<file path="src/rtl/btn_debounce_pkg.sv">
// Shared constants and helpers for the push-button conditioner.
// Board timing constants live here so instances never hard-code cycle counts.
package btn_debounce_pkg;

  localparam int CLK_HZ        = 25_000_000;
  localparam int DEBOUNCE_10MS = 250000;
  localparam int LONG_1S       = 25000000;

  // Width of a counter that must be able to hold the value max_count.
  function automatic int cnt_width(input int max_count);
    return (max_count < 1) ? 1 : $clog2(max_count + 1);
  endfunction

endpackage

</file>
<file path="src/rtl/btn_debounce_chan.sv">
// One button channel: polarity fix, two-flop synchroniser, stability-counter
// debounce, press/release strobes and an optional one-shot long-press strobe.
module btn_debounce_chan
  import btn_debounce_pkg::*;
#(
  parameter int DEBOUNCE_CYCLES = DEBOUNCE_10MS,
  parameter int LONG_CYCLES     = LONG_1S,
  parameter bit ACTIVE_LOW      = 1'b0
) (
  input  logic clk,
  input  logic reset,
  input  logic btn_in,
  output logic btn_level,
  output logic btn_press,
  output logic btn_release,
  output logic btn_long
);

  localparam int                CNT_W    = cnt_width(DEBOUNCE_CYCLES);
  localparam logic [CNT_W-1:0]  CNT_LAST = CNT_W'(DEBOUNCE_CYCLES - 1);
  localparam logic [CNT_W-1:0]  CNT_ONE  = CNT_W'(1);

  logic             s1;
  logic             s2;
  logic             cand;
  logic [CNT_W-1:0] cnt;

  // The pin is asynchronous; only s2 may be used by downstream logic.
  // NOTE: sequential state uses non-blocking assignments so every flop samples
  // the pre-edge value of its neighbours, which is what makes s1->s2 a chain.
  always_ff @(posedge clk or posedge reset) begin
    if (reset) begin
      s1 <= 1'b0;
      s2 <= 1'b0;
    end else begin
      s1 <= btn_in ^ ACTIVE_LOW;
      s2 <= s1;
    end
  end

  // Any disagreement restarts the count; the count saturates at CNT_LAST.
  always_ff @(posedge clk or posedge reset) begin
    if (reset) begin
      cand        <= 1'b0;
      cnt         <= '0;
      btn_level   <= 1'b0;
      btn_press   <= 1'b0;
      btn_release <= 1'b0;
    end else begin
      btn_press   <= 1'b0;
      btn_release <= 1'b0;
      if (s2 != cand) begin
        cand <= s2;
        cnt  <= '0;
      end else if (cnt < CNT_LAST) begin
        cnt <= cnt + CNT_ONE;
      end else if (cand != btn_level) begin
        btn_level   <= cand;
        btn_press   <= cand;
        btn_release <= ~cand;
      end
    end
  end

  if (LONG_CYCLES > 0) begin : g_long
    localparam int                HOLD_W    = cnt_width(LONG_CYCLES);
    localparam logic [HOLD_W-1:0] HOLD_LAST = HOLD_W'(LONG_CYCLES - 1);
    localparam logic [HOLD_W-1:0] HOLD_ONE  = HOLD_W'(1);

    logic [HOLD_W-1:0] hold;
    logic              fired;

    // fired latches after the strobe so a single press yields one btn_long.
    always_ff @(posedge clk or posedge reset) begin
      if (reset) begin
        hold     <= '0;
        fired    <= 1'b0;
        btn_long <= 1'b0;
      end else begin
        btn_long <= 1'b0;
        if (!btn_level) begin
          hold  <= '0;
          fired <= 1'b0;
        end else if (!fired) begin
          if (hold == HOLD_LAST) begin
            btn_long <= 1'b1;
            fired    <= 1'b1;
          end else begin
            hold <= hold + HOLD_ONE;
          end
        end
      end
    end
  end else begin : g_no_long
    assign btn_long = 1'b0;
  end

endmodule

</file>
<file path="src/rtl/btn_debounce_array.sv">
// N-channel button conditioner: one btn_debounce_chan per pin plus a
// registered any_press summary for the control FSMs.
module btn_debounce_array
  import btn_debounce_pkg::*;
#(
  parameter int              N_CH            = 4,
  parameter int              DEBOUNCE_CYCLES = DEBOUNCE_10MS,
  parameter int              LONG_CYCLES     = LONG_1S,
  parameter logic [N_CH-1:0] ACTIVE_LOW_MASK = {N_CH{1'b0}}
) (
  input  logic            clk,
  input  logic            reset,
  input  logic [N_CH-1:0] btn_in,
  output logic [N_CH-1:0] btn_level,
  output logic [N_CH-1:0] btn_press,
  output logic [N_CH-1:0] btn_release,
  output logic [N_CH-1:0] btn_long,
  output logic            any_press
);

  for (genvar i = 0; i < N_CH; i++) begin : g_ch
    btn_debounce_chan #(
      .DEBOUNCE_CYCLES (DEBOUNCE_CYCLES),
      .LONG_CYCLES     (LONG_CYCLES),
      .ACTIVE_LOW      (ACTIVE_LOW_MASK[i])
    ) u_chan (
      .clk         (clk),
      .reset       (reset),
      .btn_in      (btn_in[i]),
      .btn_level   (btn_level[i]),
      .btn_press   (btn_press[i]),
      .btn_release (btn_release[i]),
      .btn_long    (btn_long[i])
    );
  end

  // Registered so consumers see a glitch-free single-cycle wake-up strobe.
  always_ff @(posedge clk or posedge reset) begin
    if (reset) begin
      any_press <= 1'b0;
    end else begin
      any_press <= |btn_press;
    end
  end

endmodule

</file>
<file path="config.mk">
export PLATFORM = sky130hd
export DESIGN_NAME = btn_debounce_array
export DESIGN_NICKNAME = d
export VERILOG_FILES = /design/src/rtl/btn_debounce_pkg.sv /design/src/rtl/btn_debounce_chan.sv /design/src/rtl/btn_debounce_array.sv
export SDC_FILE = /design/constraint.sdc
export NUM_CORES = 1
export LEC_CHECK = 0
export ABC_AREA = 1
export ABC_CLOCK_PERIOD_IN_PS = 16900
export CAP_MARGIN = 20
export CORE_ASPECT_RATIO = 0.5
export CORE_UTILIZATION = 65
export DETAILED_ROUTE_END_ITERATION = 8
export PLACE_DENSITY_LB_ADDON = 0.12
export SYNTH_ARGS = -nofsm -noshare
export SYNTH_HDL_FRONTEND = slang
export SYNTH_SLANG_ARGS = --single-unit
</file>
<file path="constraint.sdc">
create_clock -name clk -period 16.9 [get_ports clk]
set_input_delay 2.535 -clock clk [delete_from_list [all_inputs] [get_ports clk]]
set_output_delay 2.535 -clock clk [all_outputs]
set_load 0.01 [all_outputs]
</file>
==> results.md <==
- Status: finished, final reports clean
- GR peak layer: met2
- Initial DRC count: 789
- N_diodes: 0
- Most frequent cell after synthesis: nand2_1
- Clock latency on the worst-skew pair: 0.51 ns
- RSZ-0062 raised after global routing: no
- Max reg flops: 100
- Worst Tran Pin Value: 0.947 ns
- Setup TNS: 0 ns
- Drt wl/cell: 13.7 µm
- I/O pin cnt: 23
- Resize count post-CTS: 0
- Biggest area consumer among synthesized cells: dfrtp_1
- Top post-synthesis cells by count: 685 x nand2_1, 280 x nor2_1, 205 x dfrtp_1
- Final Max Slew Viols: 0
- # H-tree levels: 1
- Yosys reg bits: 205
- Fmax: 212 MHz
- Final WL: 29.7 mm
- DRT Pass-1 Iters: 5
- Final Setup Violations: 0
- Number of global-route vias before repair: 10,900
- Synth-to-Final Area Change: 7.44%
- PD cells: 73.9 nW/µm²
- Ys flop type: dfrtp_1
- Cts hold-fix bufs: 0
- ANT nets after route: 0
- Yosys top cell area share: 0.394
- CTS root buffer: clkbuf_16
- Initial Util: 0.667
- GRT Total Usage: 0.291
- Met3 global-route usage: 0.0405
- Post-DP HPWL: 20.3 mm
- Crit path time final: 4.72 ns
- GRT Residual Overflow: 0
- Worst path top cell family by delay: flip-flops
- Pin count of the biggest net entering global routing: 127
- Die area: 20,700 µm²
- Residual DRC: 0
- Final period util: 0.279
- CTS tree: built
- Cts bufs inserted: 20
- CP Buf/Inv Count: 1
- Synthesized area per cell: 6.83 µm²
- Tot Pwr: 1030 µW
- Clk_skew: 0.0106 ns
- Peak VDD IR: 0.0000716 V
- Synthesized Nets: 1,931
- # Max-Cap Violations: 0
- Ys async rst share: 1.00
- DIE HEIGHT: 102 µm
- Synth Cell Area: 13,000 µm²
- Port-buffer cells: 22
- Worst EP required: 14.37 ns
- Top cells by area, synth: dfrtp_1 39%, nand2_1 20%, nor2_1 8.1%
- HP Class: reg -> reg
- M2 GR Usage: 0.499
- Distinct cells, synth: 36
- Crit path arrival time: 2.18 ns
- Top flop regs: g_ch.u_chan.g_long.hold: 100 flops, g_ch.u_chan.cnt: 72 flops
- CP startpoint kind: flip-flop
- Sequential area share after synthesis: 0.394
- Critical path type: reg -> out
- Nets: 1,915
- Clock sink count: 205
- Max FO, Critical Path: 29
- CTS clk-pin slew, worst paths: 0.07 ns
- Mapped Cells: 1,909
- EDFF count, synth: 0
- Slowest CP cell: dfrtp_1
- Worst hold slack: 0.381 ns
- Die Wd: 202 µm
- Slew HR: 0.369
- Top reg by flops: g_ch.u_chan.g_long.hold
- GR Util met1: 0.392
- CP max stage delay: 0.96 ns
- Final hold violation count: 0
- Site Rows: 36
- GP Congestion: 0.965
- Initial antenna violation count: 0
- Share of layout cells above drive strength 1: 0.0409
- Syn. warnings: 0
- Post-DR vias/cell: 5.50
- CTS max path bufs: 3
- Worst Setup End Kind: primary output
- Crit-path cells: clkdlybuf4s50_1
- CORE AREA: 19,500 µm²
- Vias after detailed routing: 11,900
- First-pass GRT wire length: 50.1 mm
- # Post-CTS Setup Buffers: 0
- Leak pwr: 0.00667 µW
-- stage by stage --
| stage | std cells | utilization | area (µm²) | setup slack (ns) |
|---|---|---|---|---|
| floorplan | 1909 | - | 13000 | 8.77 |
| global route | 2172 | 0.716 | 14000 | 12.06 |
| CTS | 2171 | 0.715 | 14000 | 12.19 |
| global placement | 2136 | 0.678 | 13300 | 12.14 |
| detailed placement | 2136 | 0.678 | 13300 | 12.10 |
| finish | 2172 | 0.716 | 14000 | 12.18 |
-- path summary, 6_finish.rpt --
kind / from / to / slack (ns) / cells after the start
worst min register to register: g_ch[2].u_chan.s1 / g_ch[2].u_chan.s2 / 0.38 / 0
worst min-delay path: g_ch[2].u_chan.s1 / g_ch[2].u_chan.s2 / 0.38 / 0
worst max register to register: g_ch[3].u_chan.cnt[0] / g_ch[3].u_chan.cnt[3] / 14.33 / 9
min in group asynchronous: reset / g_ch[1].u_chan.btn_release / 2.61 / 2
worst max-delay path: g_ch[1].u_chan.btn_level / btn_level[1] / 12.18 / 1
max in group asynchronous: reset / g_ch[0].u_chan.g_long.hold[24] / 13.17 / 4
-- cells in the final DEF, fill, tap and decap left out, drive strengths merged, types with 7 or more instances in the layout --
master / count
o21ai: 33
xnor2: 12
inv: 166
or2: 14
clkbuf: 31
nor3: 28
nand3b: 14
buf: 7
clkdlybuf4s50: 22
nand2: 686
nand3: 197
ha: 16
xor2: 63
nand4: 95
nor2: 294
dfrtp: 205
-- routing by layer --
metal | part of all wire | vias to the layer above
met1 | 0.47 | 5548
met2 | 0.46 | 306
li1 | - | 6040
met3 | 0.046 | 55
met5 | 0 | -
met4 | 0.023 | 0
-- final cells by class --
cell class | instances | area, µm²
clock buffer | 31 | 623
clock inverter | 4 | 97.6
fill | 1632 | 5550
inverter | 167 | 634
multi-input combinational | 1470 | 6890
sequential | 205 | 5130
tap | 266 | 333
timing repair buffer | 29 | 293
-- power by group --
part           leakage (µW)  switching, µW  internal, µW  total, µW
Clock              0.000349            196           299        495
Combinational       0.00349           25.3          9.41       34.7
Sequential          0.00283           7.98           497        505
Total               0.00667            229           805       1030
-- cells by family (layout without fill, tap and decap cells) --
| group | count (synthesis) | after routing | synth area share |
|---|---|---|---|
| buffers and inverters | 234 | 231 | 0.0782 |
| AOI/OAI and AO/OA | 46 | 46 | 0.0197 |
| DFF | 205 | 205 | 0.394 |
| xor gates and xnor gates | 75 | 75 | 0.0510 |
| adders and majority gates | 16 | 16 | 0.0154 |
| and+or+nand+nor | 1333 | 1333 | 0.442 |
No activity file was read; power rests on OpenSTA's default activity.
